[src/rtl/id_ex_pipeline_register.sv]
// ID/EX pipeline register: captures decode controls, operands and register fields,
// and inserts a bubble on a taken-branch flush or a load-use hazard.
module id_ex_pipeline_register #(
   parameter int B = 32
) (
   input  logic         clk,
   input  logic         reset,
   input  logic         flush_in,
   input  logic         wb_RegWrite_in,
   input  logic         wb_MemtoReg_in,
   input  logic         m_Branch_in,
   input  logic         m_MemRead_in,
   input  logic         m_MemWrite_in,
   input  logic         ex_RegDst_in,
   input  logic         ex_ALUOp0_in,
   input  logic         ex_ALUOp1_in,
   input  logic         ex_ALUSrc_in,
   input  logic [B-1:0] pc_next_in,
   input  logic [B-1:0] reg_data1_in,
   input  logic [B-1:0] reg_data2_in,
   input  logic [B-1:0] sign_ext_in,
   input  logic [4:0]   rs_in,
   input  logic [4:0]   rt_in,
   input  logic [4:0]   rd_in,
   output logic         wb_RegWrite_out,
   output logic         wb_MemtoReg_out,
   output logic         m_Branch_out,
   output logic         m_MemRead_out,
   output logic         m_MemWrite_out,
   output logic         ex_RegDst_out,
   output logic         ex_ALUOp0_out,
   output logic         ex_ALUOp1_out,
   output logic         ex_ALUSrc_out,
   output logic [B-1:0] pc_next_out,
   output logic [B-1:0] reg_data1_out,
   output logic [B-1:0] reg_data2_out,
   output logic [B-1:0] sign_ext_out,
   output logic [4:0]   rs_out,
   output logic [4:0]   rt_out,
   output logic [4:0]   rd_out,
   output logic         valid_out,
   output logic         stall_out
);

   logic bubble;

   // A lw in EX whose destination (rt) is read by the ID instruction; $zero never hazards.
   assign stall_out = m_MemRead_out & valid_out & (rt_out != 5'd0) &
                      ((rt_out == rs_in) | (rt_out == rt_in));

   assign bubble = flush_in | stall_out;

   // NOTE: registered state uses non-blocking assignments so every flop samples pre-edge values.
   always_ff @(posedge clk) begin
      if (reset) begin
         wb_RegWrite_out <= 1'b0;
         wb_MemtoReg_out <= 1'b0;
         m_Branch_out    <= 1'b0;
         m_MemRead_out   <= 1'b0;
         m_MemWrite_out  <= 1'b0;
         ex_RegDst_out   <= 1'b0;
         ex_ALUOp0_out   <= 1'b0;
         ex_ALUOp1_out   <= 1'b0;
         ex_ALUSrc_out   <= 1'b0;
         pc_next_out     <= '0;
         reg_data1_out   <= '0;
         reg_data2_out   <= '0;
         sign_ext_out    <= '0;
         rs_out          <= '0;
         rt_out          <= '0;
         rd_out          <= '0;
         valid_out       <= 1'b0;
      end else begin
         // Data and address fields are don't-care in a bubble, so they load ungated.
         pc_next_out     <= pc_next_in;
         reg_data1_out   <= reg_data1_in;
         reg_data2_out   <= reg_data2_in;
         sign_ext_out    <= sign_ext_in;
         rs_out          <= rs_in;
         rt_out          <= rt_in;
         rd_out          <= rd_in;
         if (bubble) begin
            wb_RegWrite_out <= 1'b0;
            wb_MemtoReg_out <= 1'b0;
            m_Branch_out    <= 1'b0;
            m_MemRead_out   <= 1'b0;
            m_MemWrite_out  <= 1'b0;
            ex_RegDst_out   <= 1'b0;
            ex_ALUOp0_out   <= 1'b0;
            ex_ALUOp1_out   <= 1'b0;
            ex_ALUSrc_out   <= 1'b0;
            valid_out       <= 1'b0;
         end else begin
            wb_RegWrite_out <= wb_RegWrite_in;
            wb_MemtoReg_out <= wb_MemtoReg_in;
            m_Branch_out    <= m_Branch_in;
            m_MemRead_out   <= m_MemRead_in;
            m_MemWrite_out  <= m_MemWrite_in;
            ex_RegDst_out   <= ex_RegDst_in;
            ex_ALUOp0_out   <= ex_ALUOp0_in;
            ex_ALUOp1_out   <= ex_ALUOp1_in;
            ex_ALUSrc_out   <= ex_ALUSrc_in;
            valid_out       <= 1'b1;
         end
      end
   end

endmodule

[config.mk]
export PLATFORM = sky130hd
export DESIGN_NAME = id_ex_pipeline_register
export DESIGN_NICKNAME = d
export VERILOG_FILES = /design/src/rtl/id_ex_pipeline_register.sv
export SDC_FILE = /design/constraint.sdc
export NUM_CORES = 1
export LEC_CHECK = 0
export BUFFER_PORTS_ARGS = -buffer_cell sky130_fd_sc_hd__buf_4
export CORE_MARGIN = 10
export CORE_UTILIZATION = 43
export DETAILED_ROUTE_END_ITERATION = 6
export HOLD_SLACK_MARGIN = 0.1
export PLACE_DENSITY = 0.86
export SYNTH_ARGS = -nofsm -noshare
export SYNTH_HDL_FRONTEND = slang
export SYNTH_SLANG_ARGS = --single-unit
[constraint.sdc]
create_clock -name clk -period 4.2 [get_ports clk]
set_clock_uncertainty 0.1 [all_clocks]
set_input_delay 0.42 -clock clk [delete_from_list [all_inputs] [get_ports clk]]
set_output_delay 0.42 -clock clk [all_outputs]
set_load 0.02 [all_outputs]
# Word level (Yosys, flattened, before mapping)
# Index checks and enable logic that the tools add are counted.
[word_totals] wordCells=27 input_bits=155 output_inout_bits=154 ff_bits=153
[op_classes] muxes=1 eq_ne=2 reduce_logical=2 n_bitwise=5
[op_table] operator="equality test 5 bit" count=2
[op_table] operator="nonzero test 5 bit" count=1
[op_table] operator="bitwise AND 1 bit" count=3
[op_table] operator="OR 1 bit" count=2
[op_table] operator="OR reduction 2 bit" count=1
[op_table] operator="2-to-1 mux 1 bit" count=1

# Depth between registers and ports, before layout
# Gate-level depths: netlist (run 1).
[logic_depth] depth_word=5 mapped_depth=5 depth_no_buf=4

# Worst setup path before layout (run 1)
# OpenSTA, ideal clock, no wires.
[synth_timing] path_type="register to output" start="register rt_out[2]" end="output stall_out" path_buffers=0 path_slack_ns=2.372 arrival_ns=1.308 required_time_ns=3.680 path_stages_with_launch=4 path_cell_list="dfxtp_1 or3_1 o311a_1 and2_2"
[synth_between] elab_chain_cells=3 elab_cells_between_ends=6 classes_between="eq/ne (2); bitwise (3); reduce/logical (1)"
[synth_lines] element="start: declaration" line="39" text="output logic [4:0] rt_out,"
[synth_lines] element="start signal: assignment" line="80" text="rt_out <= rt_in;"
[synth_lines] element="equality test 5 bit / nonzero test 5 bit (equally long branches)" line="49, 48"
[synth_lines] element="OR 1 bit / bitwise AND 1 bit (equally long branches)" line="49, 48"
[synth_lines] element="bitwise AND 1 bit *" line="48" text="assign stall_out = m_MemRead_out & valid_out & (rt_out != 5'd0) &"
[synth_lines] element="end: declaration" line="42" text="output logic stall_out"
# Mark *: on every way between the ends. The rest lies on a longest branch, timed or not.

# Final worst setup path (run 1)
[layout_timing] start="input rt_in[0]" end="output stall_out"
[layout_between] elab_chain_cells=3
[layout_lines] element="start: declaration" line="23" text="input logic [4:0] rt_in,"
[layout_lines] element="equality test 5 bit" line="49" text="((rt_out == rs_in) | (rt_out == rt_in));"
[layout_lines] element="OR 1 bit" line="49"
[layout_lines] element="bitwise AND 1 bit" line="48"
# Every way passes these cells.

==> results of run 1 <==
==> synthesized netlist by cell type <==
library cell,number,area share
dfxtp_1,153,0.71
xnor2_1,10,0.020
and2_2,1,0.0017
buf_6,1,0.0026
buf_2,2,0.0023
o22ai_1,1,0.0015
a21boi_2,1,0.0026
clkbuf_1,15,0.013
nor2_1,1,0.00087
o311a_1,1,0.0023
nor2b_1,143,0.21
nand2_1,11,0.0096
or3_1,1,0.0015
nand3_1,2,0.0023
a21oi_2,9,0.018
==> critical path, delay by kind of cell <==
family	cells	cell delay, ns
and+or+nand+nor	2	0.32
AOI/OAI and AO/OA	1	0.23
buffers and inverters	4	1.11
xor gates and xnor gates	1	0.21
==> power groups by stage <==
stage	clock, mW	sequential (mW)	combinational (mW)
2_1_floorplan	0	1.68	0.0819
3_3_place_gp	0	1.58	0.427
3_5_place_dp	0	1.59	0.435
4_1_cts	1.49	1.55	0.557
5_1_grt	1.56	1.57	0.609
6_report	1.49	1.56	0.582
==> registers in the layout, indices dropped and copies added (netlist names) <==
register,cells
ex_RegDst_out,1
rd_out,5
rs_out,5
ex_ALUSrc_out,1
wb_RegWrite_out,1
wb_MemtoReg_out,1
rt_out,5
ex_ALUOp0_out,1
reg_data2_out,32
m_Branch_out,1
sign_ext_out,32
pc_next_out,32
valid_out,1
m_MemRead_out,1
m_MemWrite_out,1
ex_ALUOp1_out,1
reg_data1_out,32
==> path summary, 6_finish.rpt <==
| kind | startpoint | end | slack (ns) | cells past startpoint |
|---|---|---|---|---|
| min | flush_in | ex_ALUSrc_out | 0.22 | 4 |
| max | rt_in[0] | stall_out | 1.40 | 8 |
| min reg2reg | valid_out | ex_RegDst_out | 0.76 | 2 |
| max reg2reg | rt_out[3] | ex_ALUOp0_out | 2.51 | 3 |
==> layer usage <==
| metal | vias up | share of wire |
|---|---|---|
| met5 | - | 0 |
| met1 | 2103 | 0.33 |
| met4 | 0 | 0.046 |
| met2 | 283 | 0.52 |
| li1 | 2003 | - |
| met3 | 62 | 0.099 |
==> per-stage QoR <==
stage,area [um^2],hold WS [ns]
finish,8820,0.216
global route,8820,0.225
CTS,8810,0.161
detailed placement,6710,0.535
global placement,6710,0.529
floorplan,4300,0.448
==> cell families (layout without fill, tap and decap cells) <==
logic type / after synthesis / count (layout) / share of synthesized area
buf+inv: 18 / 494 / 0.0180
other cells: 0 / 4 / 0
simple gates: 159 / 159 / 0.224
compound gates: 12 / 12 / 0.0247
xor+xnor: 10 / 10 / 0.0204
flops: 153 / 153 / 0.713
==> area by class of cell <==
cell class | count | area [um^2] | area share
multi-input combinational | 181 | 1160 | 0.131
clock inverter | 10 | 116 | 0.0132
clock buffer | 22 | 463 | 0.0525
sequential | 153 | 3060 | 0.347
antenna | 4 | 10.0 | 0.00113
tap | 133 | 166 | 0.0189
timing repair buffer | 462 | 3850 | 0.436
==> timing repair <==
action,in CTS,in global routing
hold buffers,152,0
setup buffers,0,0
endpoints found under the hold margin,152,0
==> metrics.cfg, run 1 <==
[power_and_ir_drop]
powerDensity_nw_per_um2 = 412
seqPwrFrac = 0.429
switching_share = 0.246
finalPower_mw = 3.64
vdd_drop_max_mv = 0.296
p_leak_nw = 4.10
p_int_mw = 2.74
p_switching_uw = 895
clockPowerShare = 0.411
pwr-share-comb = 0.160

[layout]
mostFrequentLayoutCell = buf_4
stdcell_count = 965
nets = 970
final_cell_mix = buf_4 (310), dfxtp_1 (153), dlygate4sd3_1 (152), nor2b_1 (143), clkbuf_16 (16)
nFillCells = 381
utilization = 0.903
areaGrowthSynthToFinish_pct = 105
drive_gt1_frac = 0.424

[yosys]
synth_nets = 507
synth-seq-cells = 153
synth.avg_cell_area_um2 = 12.2
ys_types = 15
syn_inst = 352
synth_area_um2 = 4300
seq_area_frac_synth = 0.713
yosysWarnings = 0

[detailed_routing]
firstDrtPassIters = 4
wl_per_cell_um = 22.3
num_vias = 4451
viasPerCell = 4.61
drt_iter0_markers = 231
drtAntennaViolNets = 0
drc = 0
routed_wl_mm = 21.5

[sta]
setup_viol = 0
maxSlewViolCount = 0
max_freq_mhz = 357
rsz0062_at_grt = false
fin_tns_setup_ns = 0
worst_pin_slew_ns = 0.959
period_minus_slack_ns = 2.80
post-route-period-util = 0.666
worst_slack_ns = 1.40
hold_violations = 0
slew_headroom = 0.361

[place]
port_buffers = 308
dp_slack_ns = 2.03
placedCellCount = 777
hpwl_mm = 11.7
place_congestion = 0.819

[global_route]
grt_use_met3 = 0.117
grtUsageTotal = 0.288
use_met2 = 0.531
busiest_layer = met2
grt_pass1_vias = 5184
antenna_found_initial = 3
gr-total-overflow = 0
grt_max_degree = 98
grt_pass1_wl_mm = 31.6
use_met1 = 0.268

[status]
status = complete, no violations

[cts]
insertion_delay_ns = 0.51
cts.root.buffer_cell = clkbuf_8
clk_pin_slew_ns = 0.06
clock_path_buffers = 2
cts_tree = yes
clock-sinks = 153
postCtsResizedCells = 0
htreeDepth = 4
cts-buffers-inserted = 17

[setup_path]
worstSetupEndpointType = output port
critical_path_required_ns = 3.68
cpPeakStageDelay_ns = 0.55
path_max_fanout = 11
path_cells = dlygate4sd3_1, buf_4, xnor2_1, nand3_1, o22ai_1, buf_4, and2_2, buf_4
worstPathArrival_ns = 2.28
cp_slowest_cell = dlygate4sd3_1
crit_type = input pin to output port
start_kind = input pin
path_common_cell = buf_4

[hold_path]
worst_hold_path_type = input pin to register

[die]
core_um2 = 9770
dieWidth_um = 120
ios = 309
start_util = 0.440
die_y_um = 120
num_rows = 36
dieArea_um2 = 14400

[flow_run]
drv_cap = 0

Power figures use the tool's default switching activity.
==> run 2, diff against run 1 <==
- CORE_UTILIZATION: 43 -> 40
- PLACE_DENSITY: 0.86 -> 0.81
- clock period: 4.2 -> 2.89 ns (I/O delays scaled with it)
==> run 2 against run 1 <==
  * Cell area increased by 0.81%
  * Setup slack got worse by 1.1 ns
  * Power increased by 41%
  * Sequential share of layout area decreased by 0.28 points
  * Largest power group unchanged
==> metrics.cfg, run 2 (same netlist as run 1, synthesis figures left out) <==
[layout]
multi_input_area_um2 = 1160
nFillCells = 479
final_cell_mix = buf_4 (309), dlygate4sd3_1 (162), dfxtp_1 (153), nor2b_1 (143), clkbuf_16 (16)
areaGrowthSynthToFinish_pct = 107
mostFrequentLayoutCell = buf_4
nets = 980
drive_gt1_frac = 0.421
design_area_um2 = 8900
layout.area.seq_um2 = 3060
utilization = 0.854

[setup_path]
r2r_slack_ns = 1.23
r2r-end = wb_RegWrite_out
worstSetupEndpoint = stall_out
worstSetupEndpointType = output port
path_cells = or3_1, o311a_1, and2_2, buf_4
worstPathArrival_ns = 2.25
crit_type = register to output port
critical_path_required_ns = 2.50
startpoint = rt_out[2]
start_kind = register
path_max_fanout = 11
cp_slowest_cell = o311a_1
cpPeakStageDelay_ns = 0.53
r2r-start = rt_out[2]
reg2reg_depth = 3

[sta]
fin_hold_ws_ns = 0.151
maxSlewViolCount = 0
worst_slack_ns = 0.252
max_freq_mhz = 379
fin_tns_setup_ns = 0
rsz0062_at_grt = false
slew_headroom = 0.582
hold_violations = 0
post-route-period-util = 0.913
worst_pin_slew_ns = 0.628
period_minus_slack_ns = 2.64
setup_viol = 0

[die]
die_y_um = 124
ios = 309
core_um2 = 10400
num_rows = 37
dieArea_um2 = 15300
start_util = 0.413
dieWidth_um = 124

[power_and_ir_drop]
p_leak_nw = 4.13
powerDensity_nw_per_um2 = 578
vdd_drop_max_mv = 0.380

[cts]
clk_pin_slew_ns = 0.06
cts-buffers-inserted = 17
cts_tree = yes
clock_path_buffers = 2
clock-sinks = 153
cts.root.buffer_cell = clkbuf_8
postCtsResizedCells = 0
cts_setup_buffers = 0
htreeDepth = 4
insertion_delay_ns = 0.51

[global_route]
grtUsageTotal = 0.262
grt_max_degree = 91
antenna_found_initial = 1
grt_pass1_vias = 4985
gr-total-overflow = 0
grt_pass1_wl_mm = 29.7

[detailed_routing]
viasPerCell = 4.51
firstDrtPassIters = 4
wl_per_cell_um = 21.2
drtAntennaViolNets = 0
num_vias = 4395
routed_wl_mm = 20.6
drt_iter0_markers = 224
drc = 0

[place]
dp_slack_ns = 0.837
port_buffers = 308
hpwl_mm = 12.1
placed_area_um2 = 6730
place_congestion = 0.836

[status]
status = complete, no violations

[flow_run]
drv_cap = 0

[hold_path]
worst_hold_path_type = input pin to register

==> run 2: cell count changes in the layout (fill, tap and decap cells not counted), sizes merged <==
cell and change:
clkinvlp -3, inv +8, diode -3, clkinv +2, dlygate4sd3 +10, bufinv -2
clkbuf -5
==> run 2: final cells by class <==
class / instances / share of cell area
clock buffer: 17 / 0.0466
clock inverter: 15 / 0.0143
sequential: 153 / 0.344
antenna: 1 / 0.000281
tap: 136 / 0.0191
timing repair buffer: 472 / 0.445
multi-input combinational: 181 / 0.130
==> run 2: report_power, final <==
group	switching [mW]	internal, mW	total (mW)	leakage, nW
clock	0.946	1.09	2.03	0.263
combinational	0.373	0.474	0.847	2.59
sequential	0.0469	2.22	2.27	1.27
==> run 2: worst min path at each step <==
| stage | from | to | slack, ns | cells past startpoint |
|---|---|---|---|---|
| after detailed placement | reg_data2_in[4] | reg_data2_out[4] | 0.40 | 2 |
| after global placement | sign_ext_in[27] | sign_ext_out[27] | 0.40 | 2 |
| final | reset | sign_ext_out[27] | 0.15 | 2 |
| after global routing | reset | reg_data2_out[14] | 0.18 | 2 |
| after CTS | reset | sign_ext_out[9] | 0.14 | 2 |
| after floorplan | pc_next_in[0] | pc_next_out[0] | 0.32 | 1 |
==> run 2: metal layers <==
metal / share of wire / track usage / up-vias / wire length, um
met3: 0.11 / 0.103 / 39 / 2230
li1: - / - / 2026 / -
met2: 0.52 / 0.477 / 259 / 10800
met5: 0 / 0 / - / 0
met1: 0.34 / 0.257 / 2071 / 6940
met4: 0.034 / 0.113 / 0 / 692
==> run 2: repair_timing <==
item | 4_1_cts | 5_1_grt
hold buffers | 162 | 0
endpoints found under the setup margin | 0 | 0
endpoints found under the hold margin | 153 | 0
==> run 2: stage by stage <==
step / std cells / total power, mW
after detailed placement: 780 / 2.94
final: 975 / 5.15
after global routing: 975 / 5.31
after CTS: 974 / 5.12
after floorplan: 352 / 2.56
after global placement: 780 / 2.92
==> run 2: worst max-delay path: cells and delay by family (launching register included) <==
family,cells,cell delay (ns)
AND/OR/NAND/NOR,2,0.70
AO/OA/AOI/OAI,1,0.53
flip-flops,1,0.35
buffers and inverters,1,0.16
==> run 3, diff against run 2 <==
- BUFFER_PORTS_ARGS: -buffer_cell sky130_fd_sc_hd__buf_4 -> unset
- CORE_AREA: unset -> 10 10 113 115
- CORE_MARGIN: 10 -> unset
- CORE_UTILIZATION: 40 -> unset
- DIE_AREA: unset -> 0 0 123 125
- DONT_BUFFER_PORTS: unset -> 1
- PLACE_DENSITY: 0.81 -> 0.57
==> run 3 against run 2 <==
  * Area after synthesis stayed put
  * The flow now stops in clock tree synthesis
  * Synthesized cell count unchanged
==> metrics.cfg, run 3 <==
[status]
status = did not finish
lastStage = clock tree synthesis
tool.error = [ERROR RSZ-0060] Max buffer count reached.

[cts]
htreeDepth = 4
clock-sinks = 153
cts.root.buffer_cell = clkbuf_8
hold_buffers = 102
clock_path_buffers = 2
cts-buffers-inserted = 17
postCtsResizedCells = 0
cts_setup_buffers = 0

[place]
dp_slack_ns = 0.848
placedCellCount = 475
hpwl_mm = 9.40
placed_area_um2 = 4400
port_buffers = 0
place_congestion = 0.781

[yosys]
syn_inst = 352
async_flop_share = 0
synth.avg_cell_area_um2 = 12.2
yosys-top-cells-area = dfxtp_1 (71%), nor2b_1 (21%), xnor2_1 (2.0%), a21oi_2 (1.8%), clkbuf_1 (1.3%)
yosysWarnings = 0
seq_area_frac_synth = 0.713
synth-seq-cells = 153
synth_common_cells = dfxtp_1 (153), nor2b_1 (143), clkbuf_1 (15)
synth_top_cell_by_area = dfxtp_1
ys_types = 15
synth_nets = 507
synth_area_um2 = 4300
synth.most_common_cell = dfxtp_1
synth_top_cell_area_share = 0.713
synth_edf_count = 0
synth_flop_cell = dfxtp_1

[die]
die_y_um = 125
num_rows = 38
dieWidth_um = 123
start_util = 0.405
ios = 309

[run 3: cell counts after synthesis]
Identical to the previous run, type by type.
[run 3: stage by stage]
| stage | hold slack, ns | util |
|---|---|---|
| floorplan | 0.317 | - |
| global placement | 0.274 | 0.415 |
| detailed placement | 0.275 | 0.415 |
[run 3: cell families after synthesis]
kind of cell,count (synthesis),synth area share
xor gates and xnor gates,10,0.0204
buffers and inverters,18,0.0180
DFF,153,0.713
and+or+nand+nor,159,0.224
AOI/OAI and AO/OA,12,0.0247
==> run 4, diff against run 3 <==
- CORE_AREA: 10 10 113 115 -> unset
- CORE_MARGIN: unset -> 10
- CORE_UTILIZATION: unset -> 40
- DIE_AREA: 0 0 123 125 -> unset
- HOLD_SLACK_MARGIN: 0.1 -> unset
- PLACE_DENSITY: 0.57 -> unset
- PLACE_DENSITY_LB_ADDON: unset -> 0.15
==> run 4 against run 3 <==
  * The flow again stops in clock tree synthesis
  * Area after synthesis unchanged
  * Synthesized cell count unchanged
==> metrics.cfg, run 4 <==
[status]
status = did not finish
lastStage = clock tree synthesis
tool.error = [ERROR RSZ-0060] Max buffer count reached.

[die]
die_y_um = 124
ios = 309
num_rows = 37
start_util = 0.413
dieWidth_um = 124

[yosys]
synth_top_cell_by_area = dfxtp_1
syn_inst = 352
yosys-top-cells-area = dfxtp_1 (71%), nor2b_1 (21%), xnor2_1 (2.0%), a21oi_2 (1.8%), clkbuf_1 (1.3%)
synth_flop_cell = dfxtp_1
seq_area_frac_synth = 0.713
synth_nets = 507
synthAdderAreaFrac = 0
synth_xor_area_frac = 0.0204
synth_top_family_by_area = simple AND/OR/NAND/NOR gates
synth_top_cell_area_share = 0.713
synth.most_common_cell = dfxtp_1
synth.avg_cell_area_um2 = 12.2
ys_types = 15
async_flop_share = 0
synth_edf_count = 0
synth_area_um2 = 4300
synth-simple-area-share = 0.224
synth-seq-cells = 153
yosysWarnings = 0
synth_common_cells = dfxtp_1 (153), nor2b_1 (143), clkbuf_1 (15)
synth_compound_area_frac = 0.0247
synthMuxAreaShare = 0

[place]
port_buffers = 0
dp_slack_ns = 0.822
place_congestion = 0.778
hpwl_mm = 9.54

[cts]
cts.root.buffer_cell = clkbuf_8
cts-buffers-inserted = 17
clock_path_buffers = 2
hold_buffers = 101
clock-sinks = 153
cts_setup_buffers = 0
postCtsResizedCells = 0
htreeDepth = 4

[run 4: stage by stage]
step / instances / area (um^2)
after floorplan: 352 / 4300
after global placement: 471 / 4400
after detailed placement: 471 / 4400
[run 4: cell families after synthesis]
group / after synthesis
and+or+nand+nor: 159
DFF: 153
buffers and inverters: 18
AOI/OAI and AO/OA: 12
xor gates and xnor gates: 10
